<file path="src/rtl/alu_op_sequencer.sv">
// Sequences one request at a time through an external combinational ALU, with a
// multi-pass shift mode that is enabled by defining ALU_SEQ_SHIFTN_EN.
module alu_op_sequencer #(
    parameter int DATA_W = 8
) (
    input  logic              clk,
    input  logic              reset,
    input  logic              req_valid,
    output logic              req_ready,
    input  logic [3:0]        req_op,
    input  logic [DATA_W-1:0] req_a,
    input  logic [DATA_W-1:0] req_b,
    input  logic [2:0]        req_cnt,
    output logic [DATA_W-1:0] alu_a,
    output logic [DATA_W-1:0] alu_b,
    output logic [3:0]        alu_sel,
    input  logic [DATA_W-1:0] alu_out,
    input  logic              alu_carry,
    output logic              rsp_valid,
    input  logic              rsp_ready,
    output logic [DATA_W-1:0] rsp_data,
    output logic              rsp_carry,
    output logic              rsp_zero,
    output logic              rsp_err
);
    localparam logic [1:0] S_IDLE = 2'd0;
    localparam logic [1:0] S_EXEC = 2'd1;
    localparam logic [1:0] S_DONE = 2'd2;

    function automatic logic is_legal(input logic [3:0] op);
        case (op)
            4'b0001, 4'b0010, 4'b0011, 4'b1011,
            4'b1100, 4'b1000, 4'b0110: is_legal = 1'b1;
            default:                   is_legal = 1'b0;
        endcase
    endfunction

    function automatic logic is_shift(input logic [3:0] op);
        is_shift = (op == 4'b1011) || (op == 4'b1100);
    endfunction

    logic [1:0]        state_q, state_d;
    logic [3:0]        op_q, op_d;
    logic [DATA_W-1:0] a_q, a_d;
    logic [DATA_W-1:0] b_q, b_d;
    logic [2:0]        cnt_q, cnt_d;
    logic [DATA_W-1:0] data_q, data_d;
    logic              carry_q, carry_d;
    logic              zero_q, zero_d;
    logic              err_q, err_d;
    logic [2:0]        cnt_eff;

    // Non-shift ops always take exactly one pass, whatever req_cnt says.
`ifdef ALU_SEQ_SHIFTN_EN
    assign cnt_eff = is_shift(req_op) ? req_cnt : 3'd1;
`else
    logic unused_req_cnt;
    assign unused_req_cnt = ^req_cnt;
    assign cnt_eff        = 3'd1;
`endif

    always_comb begin
        state_d = state_q;
        op_d    = op_q;
        a_d     = a_q;
        b_d     = b_q;
        cnt_d   = cnt_q;
        data_d  = data_q;
        carry_d = carry_q;
        zero_d  = zero_q;
        err_d   = err_q;
        case (state_q)
            S_IDLE: begin
                if (req_valid) begin
                    op_d  = req_op;
                    a_d   = req_a;
                    b_d   = req_b;
                    cnt_d = cnt_eff;
                    if (!is_legal(req_op)) begin
                        state_d = S_DONE;
                        data_d  = '0;
                        carry_d = 1'b0;
                        zero_d  = 1'b1;
                        err_d   = 1'b1;
                    end else if (cnt_eff == 3'd0) begin
                        // Zero-pass shift returns the operand untouched.
                        state_d = S_DONE;
                        data_d  = req_a;
                        carry_d = 1'b0;
                        zero_d  = (req_a == '0);
                        err_d   = 1'b0;
                    end else begin
                        state_d = S_EXEC;
                    end
                end
            end
            S_EXEC: begin
                if (is_shift(op_q) && (cnt_q > 3'd1)) begin
                    a_d   = alu_out;
                    cnt_d = cnt_q - 3'd1;
                end else begin
                    state_d = S_DONE;
                    data_d  = alu_out;
                    carry_d = alu_carry;
                    zero_d  = (alu_out == '0);
                    err_d   = 1'b0;
                end
            end
            S_DONE: begin
                if (rsp_ready) begin
                    state_d = S_IDLE;
                end
            end
            default: state_d = S_IDLE;
        endcase
    end

    always_ff @(posedge clk or posedge reset) begin
        if (reset) begin
            state_q <= S_IDLE;
            op_q    <= '0;
            a_q     <= '0;
            b_q     <= '0;
            cnt_q   <= '0;
            data_q  <= '0;
            carry_q <= 1'b0;
            zero_q  <= 1'b0;
            err_q   <= 1'b0;
        end else begin
            state_q <= state_d;
            op_q    <= op_d;
            a_q     <= a_d;
            b_q     <= b_d;
            cnt_q   <= cnt_d;
            data_q  <= data_d;
            carry_q <= carry_d;
            zero_q  <= zero_d;
            err_q   <= err_d;
        end
    end

    assign req_ready = (state_q == S_IDLE);
    assign rsp_valid = (state_q == S_DONE);
    assign alu_a     = (state_q == S_EXEC) ? a_q  : '0;
    assign alu_b     = (state_q == S_EXEC) ? b_q  : '0;
    assign alu_sel   = (state_q == S_EXEC) ? op_q : 4'd0;
    assign rsp_data  = data_q;
    assign rsp_carry = carry_q;
    assign rsp_zero  = zero_q;
    assign rsp_err   = err_q;

endmodule
</file>
<file path="config.mk">
export PLATFORM = sky130hd
export DESIGN_NAME = alu_op_sequencer
export DESIGN_NICKNAME = d
export VERILOG_FILES = /design/src/rtl/alu_op_sequencer.sv
export SDC_FILE = /design/constraint.sdc
export NUM_CORES = 1
export LEC_CHECK = 0
export BUFFER_PORTS_ARGS = -buffer_cell sky130_fd_sc_hd__buf_2
export CORE_MARGIN = 5
export CORE_UTILIZATION = 30
export CTS_BUF_LIST = sky130_fd_sc_hd__clkbuf_8
export DETAILED_ROUTE_END_ITERATION = 8
export PLACE_DENSITY_LB_ADDON = 0.3
export SLEW_MARGIN = 20
export SYNTH_ARGS = -nofsm -noshare
export SYNTH_HDL_FRONTEND = slang
export SYNTH_SLANG_ARGS = --single-unit
export TNS_END_PERCENT = 30
</file>
<file path="constraint.sdc">
create_clock -name clk -period 1.83 [get_ports clk]
set_input_delay 0.366 -clock clk [delete_from_list [all_inputs] [get_ports clk]]
set_output_delay 0.366 -clock clk [all_outputs]
set_load 0.01 [all_outputs]
</file>
== Word-level counts from Yosys, hierarchy flattened ==
Cells that the tools add are included.

* Output and inout port bits: 33
* Word-level logic and storage cells: 68
* Bits in registers: 36

* Eq/ne operators: 16
* Multiplexer cells: 31
* Reduce and logical (&&, ||, !) cells: 10
* $lt $le $gt $ge: 1
* Add/subtract/negate cells: 1

{| class="wikitable"
|+ Operators by type and width
! operator !! count
|-
| two-way mux 8 bit || 7
|-
| case mux 8 bit (2 select lines) || 2
|-
| == test 4 bit, second input constant || 5
|-
| two-way mux 1 bit || 10
|-
| == test 4 x 2 -> 1 bit, second input constant || 2
|-
| zero test 8 bit || 1
|-
| two-way mux 2 bit || 4
|-
| inequality test 2 bit, second input constant || 4
|-
| OR reduction 7 bit || 1
|-
| two-way mux 3 bit || 2
|-
| case mux 1 bit (2 select lines) || 3
|-
| case mux 2 bit (3 select lines) || 1
|-
| case mux 3 bit (2 select lines) || 1
|-
| AND reduction 3 bit || 2
|-
| == test 4 x 1 -> 1 bit, second input constant || 1
|-
| == test 4 x 3 -> 1 bit, second input constant || 1
|-
| two-way mux 4 bit || 1
|-
| AND reduction 4 bit || 1
|-
| greater-than comparator 3 x 1 -> 1 bit, second input constant || 1
|-
| subtractor 3 x 1 -> 3 bit, second input constant || 1
|-
| == test 2 x 1 -> 1 bit, second input constant || 1
|-
| == test 2 bit, second input constant || 1
|-
| zero test 2 bit || 1
|-
| inequality test 2 x 1 -> 1 bit, second input constant || 1
|-
| other kinds (4) || 4
|}

== Depth between registers and ports, before layout ==
* Depth in word-level cells: 8
* Gate-level depth with buffers: 7

== Worst setup path after synthesis ==
OpenSTA, ideal clock, no wires.

* Path type: reg2reg
* From: register cnt_q[1]
* To: register a_q[0]
* Period minus slack after synthesis: 1763 ps
* Cell stages (with the launch flop): 8
* Arrival: 1638 ps
* Slack: 67 ps
* Data required time: 1705 ps
* Cells stage by stage: dfrtp_1 inv_1 ha_1 o21ba_1 o221a_4 or2_1 buf_6 mux2_4

* Cells in the longest elaborated chain, start to end: 4

{| class="wikitable"
|+ RTL lines
! element !! RTL line !! RTL
|-
| from (decl) || 46 || <nowiki>logic [2:0] cnt_q, cnt_d;</nowiki>
|-
| from (signal assigned) || 134 || <nowiki>cnt_q <= cnt_d;</nowiki>
|-
| greater-than comparator 3 x 1 -> 1 bit || 98 || <nowiki>if (is_shift(op_q) && (cnt_q > 3'd1)) begin</nowiki>
|-
| logical AND 1 bit || 98 ||
|-
| inequality test 2 bit (no line) || - ||
|-
| AND reduction 3 bit (no line) || - ||
|-
| to (signal assigned) || 122 || <nowiki>a_q <= '0;</nowiki>
|-
| to (signal assigned) || 132 || <nowiki>a_q <= a_d;</nowiki>
|-
| to (decl) || 44 || <nowiki>logic [DATA_W-1:0] a_q, a_d;</nowiki>
|}

No other way between the ends.
A chain may end at the register's enable or synchronous reset.

== Worst setup path in the final report ==
* From: register cnt_q[1]
* To: register a_q[3]

Same word-level chain as after synthesis.

==> results.py <==
metrics = {
    "setup_path": {
        "worstSetupStartpointType": "register",
        "crit_required_ps": 2000,
        "max_stage_delay_ps": 400,
        "cp_slowest_cell": "dfrtp_1",
        "r2r_end": "a_q[3]",
        "arrival_ps": 1970,
        "cp_max_fo": 10,
        "worstReg2RegStart": "cnt_q[1]",
        "cp.depth": 6,
        "end_kind": "register",
        "endpoint": "a_q[3]",
        "worstPathCellList": "inv_2 > ha_1 > o21ba_4 > o221a_4 > or2_4 > mux2_4",
        "critPathLaunch": "cnt_q[1]",
        "path_buf_inv": 1,
        "reg2regPathDepth": 6,
        "r2r_setup_slack_ps": 40,
        "crit_family": "compound AO/OA/AOI/OAI gates",
        "critical_path_class": "reg2reg",
    },
    "timing": {
        "hold_violations": 0,
        "skew_ps": 5.023,
        "setup_violations": 0,
        "slew_headroom": 0.6845,
        "layout_min_cycle_time_ps": 1793,
        "tightest_slew_ps": 473.3,
        "fin_crit_sh": 0.9796,
        "max_freq_ghz": 0.5578,
        "slew_violations": 0,
    },
    "finish": {
        "fin_nets": 281,
        "regArea_sq_um": 902.1,
        "final_cell_mix": "buf_2 (65), dfrtp_1 (35), inv_1 (23)",
        "antenna_cells": 0,
        "final_common_cell": "buf_2",
        "final_cell_area_sq_um": 2455,
        "fillers": 603,
        "drive_above_1_share": 0.4713,
        "multi_input_area_sq_um": 814.5,
        "syn_to_final_growth_pct": 34.20,
    },
    "pwr": {
        "p_total_mw": 3.103,
        "p_int_mw": 2.146,
        "sequentialPowerShare": 0.413,
        "power.share.switching": 0.3083,
        "p_per_area_nw_per_um2": 1264,
        "p_leak_nw": 1.298,
        "ir_drop_v": 0.0006335,
        "p_switching_uw": 956.7,
        "clockPowerShare": 0.225,
        "p_comb_frac": 0.362,
    },
    "logic_synthesis": {
        "yosysWarnings": 0,
        "syn_inst": 166,
        "synth_area_sq_um": 1829,
        "synthDistinctLibCells": 29,
        "synth_area_per_cell_sq_um": 11.02,
        "ys_seq_area_frac": 0.4925,
        "ys_seq_elements": 36,
        "synthesis.nets": 204,
    },
    "routing": {
        "drc": 0,
        "drt_iter0_drc": 14,
        "via_per_inst": 4.401,
        "detail-route-antenna-nets": 0,
        "routedWlPerCell_um": 13.18,
        "wl_um": 4206,
        "dr.pass1.iters": 4,
        "dr_total_vias": 1404,
    },
    "floorplanning": {
        "core-area_sq_um": 5921,
        "ios": 69,
        "die_h_um": 88.09,
        "initial_core_util": 0.3090,
        "rows": 28,
        "dieWidth_um": 88.09,
        "dieArea_sq_um": 7759,
    },
    "hold_path": {
        "hp-class": "in2async",
    },
    "clock_network": {
        "clk_path_buf_depth": 2,
        "cts_made_buffers": 5,
        "clock-root-buffer": "clkbuf_8",
        "insertion_delay_ps": 280,
        "htree_levels": 2,
        "cts_tree": "done",
        "cts_sinks": 36,
        "clkTransAtPathRegs_ps": 80,
    },
    "grt": {
        "grt_first_pass_wirelength_um": 6817,
        "grt_max_degree": 37,
        "grt_pass1_vias": 1414,
        "antenna_found_initial": 0,
        "gr-usage-all-layers": 0.1134,
        "grt-ovfl-total": 0,
    },
    "flow_run": {
        "drv_cap": 0,
    },
    "place": {
        "place_congestion": 0.7504,
        "io_buffer_count": 65,
        "dp_hpwl_um": 3088,
        "placed_area_sq_um": 2323,
    },
    "status": {
        "outcome": "finished, final reports clean",
    },
}
## power by group through the flow
stage | Sequential [mW] | Combinational, mW | Clock (mW)
after floorplan | 1.27 | 0.737 | 0
after global routing | 1.33 | 1.24 | 0.767
after detailed placement | 1.29 | 1.14 | 0
after global placement | 1.29 | 1.12 | 0
after CTS | 1.28 | 1.15 | 0.728
final | 1.28 | 1.12 | 0.698
## worst min-delay path by stage
stage                     startpoint          end  slack [ps]  depth (start not counted)
after floorplan               b_q[0]       b_q[0]         470                          1
after global placement        b_q[1]       b_q[1]         480                          1
after detailed placement      a_q[6]       a_q[6]         490                          1
after CTS                      reset  rsp_data[7]         190                          3
after global routing           reset       b_q[6]         220                          3
final                          reset       b_q[6]         180                          3
## worst register-to-register path, cell delays in order (launching register included)
cell and delay [ps]:
dfrtp_1 400, inv_2 60, ha_1 140, o21ba_4 150, o221a_4 290, or2_4 320, mux2_4 320
## metrics by stage
step                      utilization  hold WS, ps  instances  setup slack (ps)  TNS (ps)
after detailed placement       0.3924        486.5        310            -1.368    -2.133
after global placement         0.3924        481.5        310             26.13         0
after CTS                      0.4119        189.2        318             3.499         0
after global routing           0.4146        220.3        319            -26.70    -123.1
after floorplan                     -        472.1        166             66.92         0
final                          0.4146        178.3        319             37.39         0
## layout make-up
cell class / count / area share
flip-flops and latches: 36 / 0.3675
multi-input cells: 98 / 0.3318
repair buffers: 78 / 0.1804
well taps: 75 / 0.03823
inverters: 24 / 0.03670
clock buffers: 5 / 0.02803
clock inverters: 3 / 0.01733
## layer usage
| metal | part of all wire | track usage | vias up |
|---|---|---|---|
| li1 | - | - | 693 |
| met1 | 0.43 | 0.1477 | 665 |
| met2 | 0.47 | 0.1795 | 44 |
| met3 | 0.087 | 0.03857 | 2 |
| met4 | 0.0055 | 0.03297 | 0 |
| met5 | 0 | 0 | - |
## Yosys cell counts, drive strengths merged
cell type	n	share of area
dfrtp	36	0.49
inv	24	0.049
mux2	21	0.15
and2	20	0.068
mux2i	11	0.060
o21ai	11	0.030
nand2	9	0.018
clkbuf	5	0.010
a21o	3	0.012
buf	3	0.013
nor2b	3	0.010
nor3	3	0.011
and3b	2	0.0096
ha	2	0.014
nor2	2	0.0041
or4	2	0.0082
a211oi	1	0.0041
a21oi	1	0.0027
nand2b	1	0.0034
nor3b	1	0.0041
o21ba	1	0.0055
o21bai	1	0.0041
o221a	1	0.011
or2	1	0.0034
xor2	1	0.0048
## sequential cells by signal, indices dropped and copies added (netlist names)
name and flops:
a_q 8, b_q 8, cnt_q 3, op_q 4, rsp_carry 1, rsp_data 8
rsp_err 1, rsp_zero 1, state_q 2
## logic make-up after synthesis
family / Yosys count / synth area share
compound gates: 19 / 0.06977
xor+xnor: 1 / 0.004789
fa+ha+maj: 2 / 0.01368
buf+inv: 32 / 0.07250
flops: 36 / 0.4925
mux: 32 / 0.2059
simple gates: 44 / 0.1409
## repair_timing
item,in CTS,in global routing
pin swaps,0,3
hold endpoints to repair,0,0
resized for setup,3,5
buffers inserted,0,2
gates cloned,0,0
setup endpoints to repair,24,26
hold buffers,0,0
Note: power is estimated with default switching activity, not from simulation.
